### config.mk
export PLATFORM = sky130hd
export DESIGN_NAME = mac_pipe
export DESIGN_NICKNAME = d
export VERILOG_FILES = /design/src/rtl/mac_pipe_pkg.sv /design/src/rtl/mac_pipe_fit.sv /design/src/rtl/mac_pipe.sv
export SDC_FILE = /design/constraint.sdc
export NUM_CORES = 1
export LEC_CHECK = 0
export BUFFER_PORTS_ARGS = -buffer_cell sky130_fd_sc_hd__buf_2
export CORE_MARGIN = 3
export CORE_UTILIZATION = 50
export CTS_CLUSTER_DIAMETER = 60
export DETAILED_ROUTE_END_ITERATION = 12
export PLACE_DENSITY_LB_ADDON = 0.3
export SLEW_MARGIN = 10
export SYNTH_ARGS = -nofsm -noshare
export SYNTH_HDL_FRONTEND = slang
export SYNTH_SLANG_ARGS = --single-unit
export TNS_END_PERCENT = 100
### constraint.sdc
create_clock -name clk -period 4 [get_ports clk]
set_input_delay 0.2 -clock clk [delete_from_list [all_inputs] [get_ports clk]]
set_output_delay 0.2 -clock clk [all_outputs]
set_load 0.02 [all_outputs]
### src/rtl/mac_pipe_pkg.sv
// Shared types and sizing helpers for the mac_pipe multiply-add unit.
package mac_pipe_pkg;

  typedef enum logic {
    IDLE  = 1'b0,
    ACCUM = 1'b1
  } state_e;

  // Product width plus growth for ACC_LEN products and one extra addend.
  function automatic int calc_full_w(input int width, input int acc_len);
    return (32'sd2 * width) + $clog2(acc_len) + 32'sd1;
  endfunction

endpackage

### src/rtl/mac_pipe_fit.sv
// Fits a full-precision unsigned value into OUT_WIDTH bits by truncation or
// saturation, flagging any value above the output range.
module mac_pipe_fit #(
  parameter int FULL_W    = 20,
  parameter int OUT_WIDTH = 8,
  parameter bit SAT       = 1'b0
) (
  input  logic [FULL_W-1:0]    i_x,
  output logic [OUT_WIDTH-1:0] o_y,
  output logic                 o_ovf
);

  generate
    if (FULL_W > OUT_WIDTH) begin : g_narrow
      logic w_over;

      assign w_over = |i_x[FULL_W-1:OUT_WIDTH];

      // Pick clipped or wrapped value when the upper bits are in use.
      always_comb begin
        o_ovf = w_over;
        if (w_over && SAT) begin
          o_y = '1;
        end else begin
          o_y = i_x[OUT_WIDTH-1:0];
        end
      end
    end else begin : g_wide
      assign o_ovf = 1'b0;
      assign o_y   = OUT_WIDTH'(i_x);
    end
  endgenerate

endmodule

### src/rtl/mac_pipe.sv
// Two-stage unsigned A*B+C pipeline with an ACC_LEN-product accumulate mode
// and a fitted, registered result.
module mac_pipe
  import mac_pipe_pkg::*;
#(
  parameter int WIDTH     = 8,
  parameter int OUT_WIDTH = 8,
  parameter int ACC_LEN   = 4,
  parameter bit SAT       = 1'b0
) (
  input  logic                 clk,
  input  logic                 reset,
  input  logic                 in_valid,
  input  logic                 mode,
  input  logic [WIDTH-1:0]     A,
  input  logic [WIDTH-1:0]     B,
  input  logic [WIDTH-1:0]     C,
  output logic [OUT_WIDTH-1:0] DATA_OUT,
  output logic                 out_valid,
  output logic                 ovf,
  output logic                 frame_drop
);

  localparam int FULL_W = calc_full_w(WIDTH, ACC_LEN);
  localparam int PROD_W = 2 * WIDTH;
  localparam int CNT_W  = $clog2(ACC_LEN + 1);
  localparam logic [CNT_W-1:0] CNT_ONE  = CNT_W'(1);
  localparam logic [CNT_W-1:0] CNT_LAST = CNT_W'(ACC_LEN);

  logic [PROD_W-1:0]    r_prod;
  logic [WIDTH-1:0]     r_c;
  logic                 r_mode;
  logic                 r_v1;

  state_e               r_state;
  logic [CNT_W-1:0]     r_cnt;
  logic [FULL_W-1:0]    r_acc;

  logic [PROD_W-1:0]    w_a_ext;
  logic [PROD_W-1:0]    w_b_ext;
  logic [FULL_W-1:0]    w_prod_full;
  logic [FULL_W-1:0]    w_c_full;
  logic [FULL_W-1:0]    w_sum;
  logic [CNT_W-1:0]     w_cnt_inc;
  logic [CNT_W-1:0]     w_cnt_step;
  state_e               w_state_nxt;
  logic [CNT_W-1:0]     w_cnt_nxt;
  logic [FULL_W-1:0]    w_acc_nxt;
  logic                 w_fire;
  logic                 w_drop;
  logic [OUT_WIDTH-1:0] w_fit_y;
  logic                 w_fit_ovf;

  assign w_a_ext     = {{WIDTH{1'b0}}, A};
  assign w_b_ext     = {{WIDTH{1'b0}}, B};
  assign w_prod_full = FULL_W'(r_prod);
  assign w_c_full    = FULL_W'(r_c);
  assign w_cnt_inc   = r_cnt + CNT_ONE;

  // Stage 1: capture the product and the addend for each qualified beat.
  always_ff @(posedge clk) begin
    if (reset) begin
      r_prod <= '0;
      r_c    <= '0;
      r_mode <= 1'b0;
      r_v1   <= 1'b0;
    end else if (in_valid) begin
      r_prod <= w_a_ext * w_b_ext;
      r_c    <= C;
      r_mode <= mode;
      r_v1   <= 1'b1;
    end else begin
      r_v1   <= 1'b0;
    end
  end

  // C only enters on a frame's first beat; later beats add to the running sum.
  always_comb begin
    if (r_mode && (r_state == ACCUM)) begin
      w_sum = r_acc + w_prod_full;
    end else begin
      w_sum = w_prod_full + w_c_full;
    end
  end

  mac_pipe_fit #(
    .FULL_W    (FULL_W),
    .OUT_WIDTH (OUT_WIDTH),
    .SAT       (SAT)
  ) u_fit (
    .i_x   (w_sum),
    .o_y   (w_fit_y),
    .o_ovf (w_fit_ovf)
  );

  // Frame state machine: next state, counter, accumulator and result strobes.
  always_comb begin
    w_state_nxt = r_state;
    w_cnt_nxt   = r_cnt;
    w_acc_nxt   = r_acc;
    w_cnt_step  = CNT_ONE;
    w_fire      = 1'b0;
    w_drop      = 1'b0;
    if (r_v1) begin
      if (!r_mode) begin
        w_fire      = 1'b1;
        w_drop      = (r_state == ACCUM);
        w_state_nxt = IDLE;
        w_cnt_nxt   = '0;
      end else begin
        case (r_state)
          IDLE:    w_cnt_step = CNT_ONE;
          ACCUM:   w_cnt_step = w_cnt_inc;
          default: w_cnt_step = CNT_ONE;
        endcase
        if (w_cnt_step == CNT_LAST) begin
          w_fire      = 1'b1;
          w_state_nxt = IDLE;
          w_cnt_nxt   = '0;
          w_acc_nxt   = '0;
        end else begin
          w_state_nxt = ACCUM;
          w_cnt_nxt   = w_cnt_step;
          w_acc_nxt   = w_sum;
        end
      end
    end else begin
      w_state_nxt = r_state;
    end
  end

  // Stage 2: frame state and registered outputs; DATA_OUT holds between results.
  always_ff @(posedge clk) begin
    if (reset) begin
      r_state    <= IDLE;
      r_cnt      <= '0;
      r_acc      <= '0;
      DATA_OUT   <= '0;
      out_valid  <= 1'b0;
      ovf        <= 1'b0;
      frame_drop <= 1'b0;
    end else begin
      r_state    <= w_state_nxt;
      r_cnt      <= w_cnt_nxt;
      r_acc      <= w_acc_nxt;
      out_valid  <= w_fire;
      ovf        <= w_fire & w_fit_ovf;
      frame_drop <= w_drop;
      if (w_fire) begin
        DATA_OUT <= w_fit_y;
      end
    end
  end

endmodule

==> Word level (Yosys, flattened, before mapping) <==
Index checks and enable logic that the tools add are counted.
{ "word_totals": {"elab_cells": 36, "inputBits": 28, "ff_bits": 60} }
{ "classes": {"addsub": 3, "n_mul": 1, "n_bitwise": 3, "muxes": 13, "n_eq_ne": 1, "n_reduce_logical": 4} }
{ "op_table": {"columns": ["operator", "n"], "rows": [
  ["$mux W19", 2],
  ["$add A19 B16 Y19", 1],
  ["$add A16 B8 Y17", 1],
  ["$mul A8 B8 Y16", 1],
  ["$mux W3", 4],
  ["$reduce_or A11 Y1", 1],
  ["$mux W1", 6],
  ["$pmux W3 S2", 1],
  ["$add A3 B1 Y3 const B", 1],
  ["$eq A3 B3 Y1 const B", 1],
  ["$reduce_or A3 Y1", 1],
  ["$not A1 Y1", 2],
  ["$reduce_and A2 Y1", 1],
  ["$and A1 B1 Y1", 1],
  ["$logic_and A1 B1 Y1", 1]
]} }

==> Longest topological paths before layout <==
Gate-level depths: netlist of run 1.
{ "logic_depth": {"word_depth": 9, "ltp_mapped": 17, "ltp_nobuf": 17} }

==> By module <==
Synthesis of run 1 repeated with hierarchy kept, for this count alone.
{ "hier_totals": {"hier_cells": 672, "area_unflattened_um2": 5850.6} }
{ "modules_own_cells": {"columns": ["module", "n_inst", "seq_area_each_um2", "area_each_um2", "cells_each"], "rows": [
  ["mac_pipe", 1, 1201.2, 5768.0, 660],
  ["mac_pipe_fit", 1, 0.0, 82.6, 12]
]} }

==> Worst setup path before layout of run 1 <==
Ideal clock, no wire load.
{ "synth_timing": {"kind": "input-to-reg", "startpoint": "in B[4]", "endpoint": "reg r_prod[15]", "path_buffers": 0, "setup_time_ps": 91, "required_ps": 3909, "setup_slack_ps": -269, "cell_stages": 15, "arrival_time_ps": 4178, "path_cell_list": "and2_1 -> fa_1 -> fa_1 -> inv_1 -> fa_1 -> fa_1 -> inv_1 -> ha_1 -> o21ai_0 -> a21oi_1 -> o21ai_1 -> a211oi_1 -> nor3_1 -> or4_1 -> a311oi_1"} }
{ "synth_between": {"elab_chain_cells": 1} }
{ "synth_lines": {"columns": ["item", "line_no", "text"], "rows": [
  ["start: declaration", "mac_pipe.sv:16", "input logic [WIDTH-1:0] B,"],
  ["$mul A8 B8 Y16", "mac_pipe.sv:68", "r_prod <= w_a_ext * w_b_ext;"],
  ["end signal: assignment", "mac_pipe.sv:68", null],
  ["end: declaration", "mac_pipe.sv:30", "logic [PROD_W-1:0] r_prod;"]
]} }
No other way between the ends.
A chain may end at the register's enable or synchronous reset.

==> Final worst setup path of run 1 <==
{ "layout_timing": {"startpoint": "in B[2]", "endpoint": "reg r_prod[15]"} }
The elaborated chain is that of the path after synthesis.

==> metrics, run 1 <==
run status=completed; post-DP HPWL=between 10000 and 15000 um; P_leak=3.13 nW; Final #Nets=roughly 870; top post-synthesis cells by count=nor2_1, inv_1, ha_1, dfxtp_1, and2_1; Max Slew Vio Count=0; VDD IR-drop max=237 uV; clock tree root buffer cell=clkbuf_16; Main synth FF type=dfxtp_1; Routed Antenna Nets=0; Net Sw Power=1.13 mW; clock transition at the registers of the reported paths=60 ps; Critical Path End Type=flop; Clk Latency, worst-skew pair=roughly 330 ps; vias in the first global route=4966; CP peak stage delay=roughly 560 ps; RR Endpoint=ovf$_SDFF_PP0_; Slew @ Worst Pin=840 ps; Clock Sinks=60; slowest CP cell=fa_1; I/O Buffers=38; FFs w/ async S/R, synth=0%; Slew headroom=43.9%; Reg power frac=between 20% and 30%; CP Class=in2reg; CP Cell Sequence=buf_12 > and2_1 > fa_2 > fa_1 > fa_1 > inv_2 > fa_1 > inv_2 > ha_4 > inv_2 > a21oi_4 > o21ai_4 > a211oi_2 > nor3_2 > or4_1 > a311oi_1; final setup violation count=0; switch share=37.8%; sequential-to-total area share from yosys stat=roughly a fifth; Critical Path Start Type=input pin; DRC Markers=0; leading area contributor after synthesis=dfxtp_1; Syn Std Cell Area=0.00568 mm^2; DIE WIDTH=around 110 um; Worst Reg-to-Reg Cells=11; final wirelength=13400 um; Fin. Hold Viols=0; total number of vias=between 4000 and 5000; count of different cell masters after synthesis=54; routability cong.=~0.94; Die H=113 um; Syn Area/Cell=8.42 um^2; pin count of the biggest net entering global routing=36; hold buffers post-CTS=0; FF+latch count, synth=60; grt total ovfl=0; Ant. Diodes=0; total power=2.99 mW; HP Class=in2reg; Yosys warnings=0; Max Cap Viol=0; PD cells=444 mW/mm^2; Initial Util=51.7%; Synth top area share=21.1%; Highest Clock Rate=0.251 GHz; # IOs=39; Post-synth EDFFs=0; R2R Path Start=r_prod[0]$_SDFFE_PP0P_; Comb pwr share=49.3%; Num CTS Buffers=9; layout cell share with drive strength beyond 1=16.4%; Cell Int Power=~1.9 mW; clk buf depth=2; Gate Count Post-Synth=675; RSZ-0062 raised after global routing=true; crit path from=B[2]; first-pass GRT wire length=23000 um; H-tree Lvls=3; CTS tree=yes; die area=0.0127 mm^2; worst setup path endpoint=r_prod[15]$_SDFFE_PP0P_; most common cell in the netlist=nor2_1; area of the core=0.0110 mm^2; Routed WL per cell=15.2 um; Cell Rows=38; Clk pwr share=26.1%; clk_skew=approximately 9.9 ps; Period Utilization, post-route=between 90% and 100%; required time of the critical path=4230 ps; syn nets=802; largest cells by area after synthesis=dfxtp_1, ha_1, fa_1; Area Overhead vs Synth=18.5%; first-pass detailed-route iteration total=5; initial DRC count=273; worst setup margin=17.9 ps; crit path time final=3980 ps; Total Routing Usage GR=21.9%; Vias/cell=5.60; Place WS=-384 ps; initial antenna violation count=0; Worst Path Max Fanout=8; critical path data arrival time=between 4000 and 5000 ps; r2r setup slk=980 ps
layout make-up:
cell class / instances / area (um^2)
Clock inverter: 7 / 75.1
Clock buffer: 9 / 225
Timing Repair Buffer: 73 / 515
Sequential cell: 60 / 1200
Fill cell: 959 / 4250
Inverter: 63 / 236
Tap cell: 140 / 175
Multi-Input combinational cell: 531 / 4300
cells in the final DEF, fill, tap and decap left out, drive strengths merged, types with 21 or more instances in the layout:
cell / Yosys / final
buf: 8 / 73
nor2: 65 / 65
inv: 63 / 65
ha: 61 / 61
dfxtp: 60 / 60
and2: 51 / 51
nand2: 39 / 39
fa: 38 / 38
a21oi: 31 / 31
o21ai: 27 / 27
mux2i: 26 / 26
xnor2: 21 / 21
registers in the layout, indices dropped and copies added, names as in the netlist, 3 cells and up:
name,count
r_acc,19
r_c,8
r_cnt,3
DATA_OUT,8
r_prod,16
critical path, delay by kind of cell:
kind	cells	cell delay, ps
simple gates	3	780
buf+inv	4	240
fa+ha+maj	5	2210
compound gates	4	780
metal layers:
layer / track usage, % / vias up / wire length (um)
met4: 8.01 / 0 / 258
li1: - / 2465 / -
met3: 3.07 / 18 / 533
met5: 0 / - / 0
met1: 27.9 / 2351 / 6040
met2: 37.6 / 107 / 6570
logic make-up after synthesis:
logic type               share of synthesized area (%)
buffers and inverters                             5.57
adder cells (fa/ha/maj)                           26.8
XOR/XNOR                                          5.09
flip-flops                                        21.1
AO/OA/AOI/OAI                                     14.8
multiplexers                                      4.58
AND/OR/NAND/NOR                                   22.0
power groups by stage:
stage,Clock (mW),Combinational (mW),Sequential (mW)
floorplan,0,0.971,0.726
global placement,0,1.32,0.745
detailed placement,0,1.36,0.747
CTS,0.786,1.37,0.734
global route,0.817,1.68,0.745
finish,0.781,1.47,0.736
how the worst min path moves through the flow:
stage / end / start / cells after the start / slack, ps
3_5_place_dp: r_c[0]$_SDFFE_PP0P_ / C[0] / 3 / 440
3_3_place_gp: r_c[7]$_SDFFE_PP0P_ / C[7] / 3 / 440
6_report: r_c[0]$_SDFFE_PP0P_ / C[0] / 3 / 110
2_1_floorplan: r_c[0]$_SDFFE_PP0P_ / C[0] / 2 / 350
4_1_cts: r_c[0]$_SDFFE_PP0P_ / C[0] / 3 / 110
5_1_grt: r_c[1]$_SDFFE_PP0P_ / C[1] / 3 / 120
what timing repair did:
item                                    4_1_cts  5_1_grt
pin swaps                                     5       22
gates resized for setup                       2       51
setup buffers                                 1        2
endpoints found under the setup margin        1        3
cloned                                        0        0
through the flow:
| stage | instances | util, % | setup TNS, ps | hold slack [ps] | cell area (um^2) |
|---|---|---|---|---|---|
| 4_1_cts | 881 | 59.7 | 0 | 107 | 6550 |
| 3_5_place_dp | 864 | 56.8 | -782 | 445 | 6240 |
| 2_1_floorplan | 675 | - | 0 | 347 | 5710 |
| 5_1_grt | 883 | 61.3 | -239 | 124 | 6730 |
| 6_report | 883 | 61.3 | 0 | 110 | 6730 |
| 3_3_place_gp | 864 | 56.8 | -490 | 437 | 6240 |
(Power assumes the default switching activity.)
==> run 2, diff against run 1 <==
- SYNTH_HIERARCHICAL: unset -> 1
==> run 2 against run 1 <==
Compared with the run above:
- sequential power is 0.7% lower
- power is 3.2% lower
- critical path depth is 1 lower
- combinational power is 9.5% lower
- cell count is 2.3% lower
- via count is 3.6% lower
- clock-buffer cell count is 1 higher
- wire length is 6.6% lower
- sequential share of layout area is 0.41 points higher
- utilization is 2.2 points lower
- maximum frequency is 5.6% higher
- clock skew is 4.2 ps lower
- largest cell class unchanged
==> metrics, run 2 <==
commonest non-fill, non-tap cell in the layout=ha_1 (was nor2_1); clk_skew=5.68 ps (was 9.92 ps); Ant. Diodes=0 (unchanged); Num CTS Buffers=9 (unchanged); initial antenna violation count=0 (unchanged); Clk Latency, worst-skew pair=330 ps (about the same); Placed Cells=847 (was 864); Worst Hold End=r_c[0]$_SDFFE_PP0P_ (unchanged); post-cts sizing count=0 (was 2); switch share=35.7% (was 37.8%); Gate Count Post-Synth=672 (was 675); final setup violation count=0 (unchanged); PD cells=440 mW/mm^2 (was 444 mW/mm^2); Highest Clock Rate=0.265 GHz (was 0.251 GHz); max reg flops=19 (unchanged); Main synth FF type=dfxtp_1 (unchanged); leading area contributor after synthesis=dfxtp_1 (unchanged); Clk pwr share=28.8% (was 26.1%); area of the core=0.0111 mm^2 (was 0.0110 mm^2); Max Slew Vio Count=0 (unchanged); P_leak=3.24 nW (was 3.13 nW); Routed WL per cell=14.5 um (was 15.2 um); Reg power frac=25.3% (was 24.6%); Yosys warnings=6 (was 0); vias in the first global route=4683 (was 4966); WHS=108 ps (was 110 ps); multi-input logic area=0.00427 mm^2 (was 0.00430 mm^2); HP Class=in2reg (unchanged); clock tree root buffer cell=clkbuf_16 (unchanged); Hold Path Origin=C[0] (unchanged); DRC Markers=0 (unchanged); Final #Nets=845 (was 865); Max Cap Viol=0 (unchanged); Critical Path Start Type=input pin (unchanged); Clock Sinks=60 (unchanged); top post-synthesis cells by count=ha_1, dfxtp_1, inv_1, and2_1, nor2_1 (was nor2_1, inv_1, ha_1, dfxtp_1, and2_1); critical path data arrival time=3990 ps (was 4220 ps); Vias/cell=5.52 (was 5.60); clk buf depth=2 (unchanged); Synth top area share=20.5% (was 21.1%); Area Overhead vs Synth=12.4% (was 18.5%); crit path time final=3770 ps (was 3980 ps); VDD IR-drop max=292 uV (was 237 uV); syn nets=799 (was 802); final wirelength=12500 um (was 13400 um); hold depth=3 (unchanged); Initial Util=52.6% (was 51.7%); R2R Path Start=r_prod[0]$_SDFFE_PP0P_ (unchanged); Cell Int Power=1.86 mW (about the same); r2r setup slk=790 ps (was 980 ps); Fin. Hold Viols=0 (unchanged); most frequent cells in the layout=ha_1, dfxtp_1, inv_1 (was nor2_1, dfxtp_1, inv_1); H-tree Lvls=3 (unchanged); pin count of the biggest net entering global routing=51 (was 36); grt total ovfl=0 (unchanged); clock transition at the registers of the reported paths=50 ps (was 60 ps); first-pass GRT wire length=21500 um (was 23000 um); die area=0.0130 mm^2 (was 0.0127 mm^2); Period Utilization, post-route=94.3% (was 99.6%); routability cong.=0.868 (was 0.939); FF+latch area=0.00120 mm^2 (unchanged); # IOs=39 (unchanged); post-CTS repair timing setup buffer count=0 (was 1); CTS tree=yes (unchanged); Net Sw Power=1.03 mW (was 1.13 mW); run status=completed (unchanged); fin cells=863 (was 883); total number of vias=4764 (was 4941); required time of the critical path=4220 ps (was 4230 ps); first-pass detailed-route iteration total=4 (was 5); post-DP HPWL=10200 um (was 10600 um); Worst Path Max Fanout=6 (was 8); Top reg by flops=r_acc (unchanged); Post-synth EDFFs=0 (unchanged); Syn Std Cell Area=0.00585 mm^2 (was 0.00568 mm^2); Fill cells=996 (was 959); I/O Buffers=38 (unchanged); FF+latch count, synth=60 (unchanged); Worst Reg-to-Reg Cells=12 (was 11); DIE WIDTH=114 um (was 113 um); FFs w/ async S/R, synth=0% (unchanged); layout cell share with drive strength beyond 1=13.6% (was 16.4%); Syn Area/Cell=8.71 um^2 (was 8.42 um^2); most common cell in the netlist=ha_1 (was nor2_1); Cell Rows=38 (unchanged); Comb pwr share=46.0% (was 49.3%); largest cells by area after synthesis=dfxtp_1, ha_1, fa_1 (unchanged); Die H=114 um (was 113 um); Critical Path End Type=flop (unchanged); Largest regs=r_acc x19, r_prod x16 (unchanged); utilization of the core after routing=59.1% (was 61.3%); CP Class=in2reg (unchanged); Total Routing Usage GR=20.0% (was 21.9%); Slew @ Worst Pin=936 ps (was 840 ps); RSZ-0062 raised after global routing=false (was true); RR Endpoint=ovf$_SDFF_PP0_ (unchanged); Routed Antenna Nets=0 (unchanged); initial DRC count=266 (was 273); Slew headroom=37.4% (was 43.9%); sequential-to-total area share from yosys stat=20.5% (was 21.1%); hold buffers post-CTS=0 (unchanged); count of different cell masters after synthesis=66 (was 54)
run 2: cell count changes in the layout (fill, tap and decap cells not counted), sizes merged, moves of 8 or more:
cell	change
nor2	-9
nand2	+8
xor2	+9
mux2i	+10
buf	-9
a22o	+10
run 2: through the flow:
| stage | power [mW] | setup WS (ps) | area (um^2) | TNS (ps) |
|---|---|---|---|---|
| 2_1_floorplan | 1.72 | 136 | 5850 | 0 |
| 3_3_place_gp | 2.01 | -96.6 | 6250 | -385 |
| 3_5_place_dp | 2.05 | -169 | 6250 | -754 |
| 4_1_cts | 2.90 | 186 | 6570 | 0 |
| 5_1_grt | 3.14 | 26.9 | 6580 | 0 |
| 6_report | 2.90 | 229 | 6580 | 0 |
run 2: layout make-up:
cell class,instances,area share [%]
Clock buffer,10,3.63
Multi-Input combinational cell,525,64.9
Sequential cell,60,18.3
Inverter,58,3.31
Tap cell,140,2.66
Timing Repair Buffer,64,5.86
Clock inverter,6,1.33
run 2: worst max path at each step:
stage,startpoint,end,slack (ps),cells past startpoint
floorplan,A[5],r_prod[15]$_SDFFE_PP0P_,140,14
global placement,A[5],r_prod[14]$_SDFFE_PP0P_,-100,15
detailed placement,A[5],r_prod[15]$_SDFFE_PP0P_,-170,15
CTS,A[5],r_prod[15]$_SDFFE_PP0P_,190,15
global route,A[5],r_prod[13]$_SDFFE_PP0P_,30,15
finish,A[5],r_prod[15]$_SDFFE_PP0P_,230,15
run 2: cell families after synthesis:
group	synth area share, %
compound gates	15.0
xor+xnor	5.24
fa+ha+maj	26.0
buf+inv	6.54
flops	20.5
mux	6.54
simple gates	20.1
run 2: power by group through the flow:
stage / clock network, mW / registers [mW] / logic [mW]
after floorplan: 0 / 0.727 / 0.991
after global placement: 0 / 0.741 / 1.27
after detailed placement: 0 / 0.743 / 1.31
after CTS: 0.846 / 0.731 / 1.32
after global routing: 0.872 / 0.742 / 1.53
final: 0.833 / 0.731 / 1.33
run 2: critical path, cell delays in order:
cell     delay, ps
buf_2          130
and2_1         180
fa_1           530
inv_1           50
fa_1           470
fa_1           540
inv_1           50
fa_1           470
ha_1           320
or2_4          260
a21oi_2        140
a21oi_1         90
a41oi_1        270
mux2i_1        220
nand2_1         60
run 2: metal layers:
layer | GRT usage (%) | routed length [um]
met1 | 25.6 | 5840
met2 | 35.1 | 6070
met3 | 2.70 | 410
met4 | 6.25 | 199
met5 | 0 | 0
==> run 3, diff against run 2 <==
- ABC_AREA: unset -> 1
==> run 3 against run 2 <==
Compared with the run above:
- clock skew rose by 0.63 ps
- maximum frequency up 4.1%
- sequential power is essentially flat
- first-iteration DRC count increased by 68%
- clock-buffer cell count is 1 lower
- setup slack improved by 150 ps
- largest cell class unchanged
- largest power group unchanged
==> metrics, run 3 <==
pin count of the biggest net entering global routing=38 (was 51); top post-synthesis cells by count=nand2_1, inv_1, nor2_1, nand3_1, ha_1 (was ha_1, dfxtp_1, inv_1, and2_1, nor2_1); clk_skew=6.31 ps (was 5.68 ps); largest cells by area after synthesis=dfxtp_1, nand2_1, inv_1 (was dfxtp_1, ha_1, fa_1); Worst Reg-to-Reg Cells=16 (was 12); HP Class=in2reg (unchanged); die area=0.0148 mm^2 (was 0.0130 mm^2); crit path time final=3620 ps (was 3770 ps); initial antenna violation count=0 (unchanged); Fin. Hold Viols=0 (unchanged); Syn Area/Cell=6.31 um^2 (was 8.71 um^2); post-DP HPWL=13200 um (was 10200 um); total number of vias=6328 (was 4764); Largest regs=r_acc x19, r_prod x16 (unchanged); count of different cell masters after synthesis=42 (was 66); run status=completed (unchanged); vias in the first global route=5918 (was 4683); CTS tree=yes (unchanged); final setup violation count=0 (unchanged); max layer used=met4 (unchanged); Finished Cell Area=0.00724 mm^2 (was 0.00658 mm^2); hold depth=3 (unchanged); layout cell share with drive strength beyond 1=10.1% (was 13.6%); post-CTS repair timing setup buffer count=0 (unchanged); Num CTS Buffers=9 (unchanged); post-cts sizing count=0 (unchanged); Period Utilization, post-route=90.5% (was 94.3%); Hold Path Origin=C[6] (was C[0]); Synth top area share=18.0% (was 20.5%); syn nets=1185 (was 799); Top reg by flops=r_acc (unchanged); Routed Antenna Nets=0 (unchanged); post-synthesis mux area share=0.150% (was 6.54%); Slew headroom=43.8% (was 37.4%); met3 WL=970 um (was 410 um); most common cell in the netlist=nand2_1 (was ha_1); clock tree root buffer cell=clkbuf_16 (unchanged); VDD IR-drop max=274 uV (was 292 uV); Slew @ Worst Pin=842 ps (was 936 ps); critical path data arrival time=3850 ps (was 3990 ps); first-pass GRT wire length=28300 um (was 21500 um); initial DRC count=446 (was 266); Vias/cell=5.07 (was 5.52); sequential-to-total area share from yosys stat=18.0% (was 20.5%); clock transition at the registers of the reported paths=60 ps (was 50 ps); Gate Count Post-Synth=1058 (was 672); leading area contributor after synthesis=dfxtp_1 (unchanged); clk buf depth=2 (unchanged); Initial Util=52.0% (was 52.6%); most frequent cells in the layout=nand2_1, inv_1, nor2_1 (was ha_1, dfxtp_1, inv_1); Total Routing Usage GR=23.9% (was 20.0%); # IOs=39 (unchanged); DIE WIDTH=122 um (was 114 um); routability cong.=1.07 (was 0.868); Cell Rows=41 (was 38); Syn Std Cell Area=0.00667 mm^2 (was 0.00585 mm^2); required time of the critical path=4230 ps (was 4220 ps); PD cells=414 mW/mm^2 (was 440 mW/mm^2); Ant. Diodes=0 (unchanged); FF+latch count, synth=60 (unchanged); Post-synth EDFFs=0 (unchanged); final wirelength=16800 um (was 12500 um); adder-cell share of the synthesized area=22.8% (was 26.0%); Die H=122 um (was 114 um); commonest non-fill, non-tap cell in the layout=nand2_1 (was ha_1); Routed WL per cell=13.4 um (was 14.5 um); Max Slew Vio Count=0 (unchanged); DRC Markers=0 (unchanged); Post-Synth XOR/XNOR Area=1.18% (was 5.24%); Max Cap Viol=0 (unchanged); largest family of logic cells by synthesized area=simple AND/OR/NAND/NOR gates (was adder cells); Clk Latency, worst-skew pair=330 ps (about the same); hold buffers post-CTS=0 (unchanged); r2r setup slk=1190 ps (was 790 ps); I/O Buffers=38 (unchanged); max reg flops=19 (unchanged); Final #Nets=1199 (was 845); Yosys warnings=6 (unchanged); WL met2=7410 um (was 6070 um); Highest Clock Rate=0.276 GHz (was 0.265 GHz); worst setup path endpoint=r_prod[13]$_SDFFE_PP0P_ (was r_prod[15]$_SDFFE_PP0P_); Critical Path Start Type=input pin (unchanged); simple-gate share of the synthesized area=33.1% (was 20.1%); DRT met1 WL=8130 um (was 5840 um); RR Endpoint=ovf$_SDFF_PP0_ (unchanged); CP Class=in2reg (unchanged); FFs w/ async S/R, synth=0% (unchanged); Worst Path Max Fanout=8 (was 6); Critical Path End Type=flop (unchanged); fin cells=1249 (was 863); R2R Path Start=r_prod[0]$_SDFFE_PP0P_ (unchanged); Area Overhead vs Synth=8.53% (was 12.4%); Clock Sinks=60 (unchanged); crit path from=A[2] (was A[5]); grt total ovfl=0 (unchanged); first-pass detailed-route iteration total=7 (was 4); total power=3.00 mW (was 2.90 mW); H-tree Lvls=3 (unchanged); cell area after placement=0.00692 mm^2 (was 0.00625 mm^2); area of the core=0.0128 mm^2 (was 0.0111 mm^2); P_leak=4.25 nW (was 3.24 nW); Main synth FF type=dfxtp_1 (unchanged); Final TNS setup=0 ps (unchanged); RSZ-0062 raised after global routing=false (unchanged); Synth Area in Compound Gates=9.11% (was 15.0%); Placed Cells=1233 (was 847)
==> run 3: changes by cell type in the layout (fill, tap and decap cells not counted), sizes merged, moves of 12 or more <==
cell | previous run | this run
nor2 | 56 | 81
a21oi | 31 | 61
inv | 58 | 224
nand2 | 47 | 335
mux2i | 36 | 1
xor2 | 21 | 6
and2 | 58 | 8
o21ai | 20 | 39
nand2b | 12 | 0
buf | 64 | 45
nand3 | 11 | 69
==> run 3: worst min path at each step <==
stage                                endpoint  slack, ps
after CTS                 r_c[6]$_SDFFE_PP0P_         80
after floorplan           r_mode$_SDFFE_PP0P_        330
final                     r_c[6]$_SDFFE_PP0P_         90
after global routing      r_c[6]$_SDFFE_PP0P_         90
after detailed placement  r_c[6]$_SDFFE_PP0P_        430
after global placement    r_c[0]$_SDFFE_PP0P_        430
==> run 3: logic make-up (layout without fill, tap and decap cells) <==
group	after synthesis	count (layout)
flops	60	60
buf+inv	264	283
xor+xnor	9	9
compound gates	109	109
mux	1	1
simple gates	516	516
fa+ha+maj	99	99
==> run 3: through the flow <==
stage / hold WS, ps / setup slack, ps / util [%]
after detailed placement: 428 / 39.6 / 54.0
after floorplan: 335 / 152 / -
after global routing: 86.0 / 61.3 / 56.5
after CTS: 78.7 / 393 / 56.5
after global placement: 427 / 73.7 / 54.0
final: 88.6 / 379 / 56.5
==> run 3: layout make-up <==
| class | count | area (um^2) |
|---|---|---|
| flip-flops and latches | 60 | 1200 |
| fillers | 1318 | 5580 |
| inverters | 222 | 833 |
| clock inverters | 7 | 98.8 |
| clock buffers | 9 | 225 |
| well taps | 172 | 215 |
| repair buffers | 45 | 243 |
| multi-input cells | 734 | 4430 |
==> run 3: routing by layer <==
metal | global-route usage, % | vias to the layer above
met5 | 0 | -
met4 | 5.74 | 0
met3 | 3.39 | 24
met2 | 38.0 | 186
met1 | 34.4 | 2870
li1 | - | 3248
==> run 3: worst max-delay path, cell delays in order <==
cell and delay, ps:
buf_2 180, nand2_1 70, inv_1 70, fa_1 450, fa_1 520, fa_1 540, inv_1 50, fa_1 520
inv_1 40, ha_1 330, a21oi_1 240, o21ai_0 140, nand2_1 70, nand3_1 80, xor2_1 150, o21ai_0 140
inv_1 50
==> run 3: power by group <==
group / total (mW) / internal (mW) / switching (mW)
registers: 0.729 / 0.656 / 0.0738
logic: 1.41 / 0.520 / 0.895
clock network: 0.851 / 0.549 / 0.302
total: 3.00 / 1.72 / 1.27
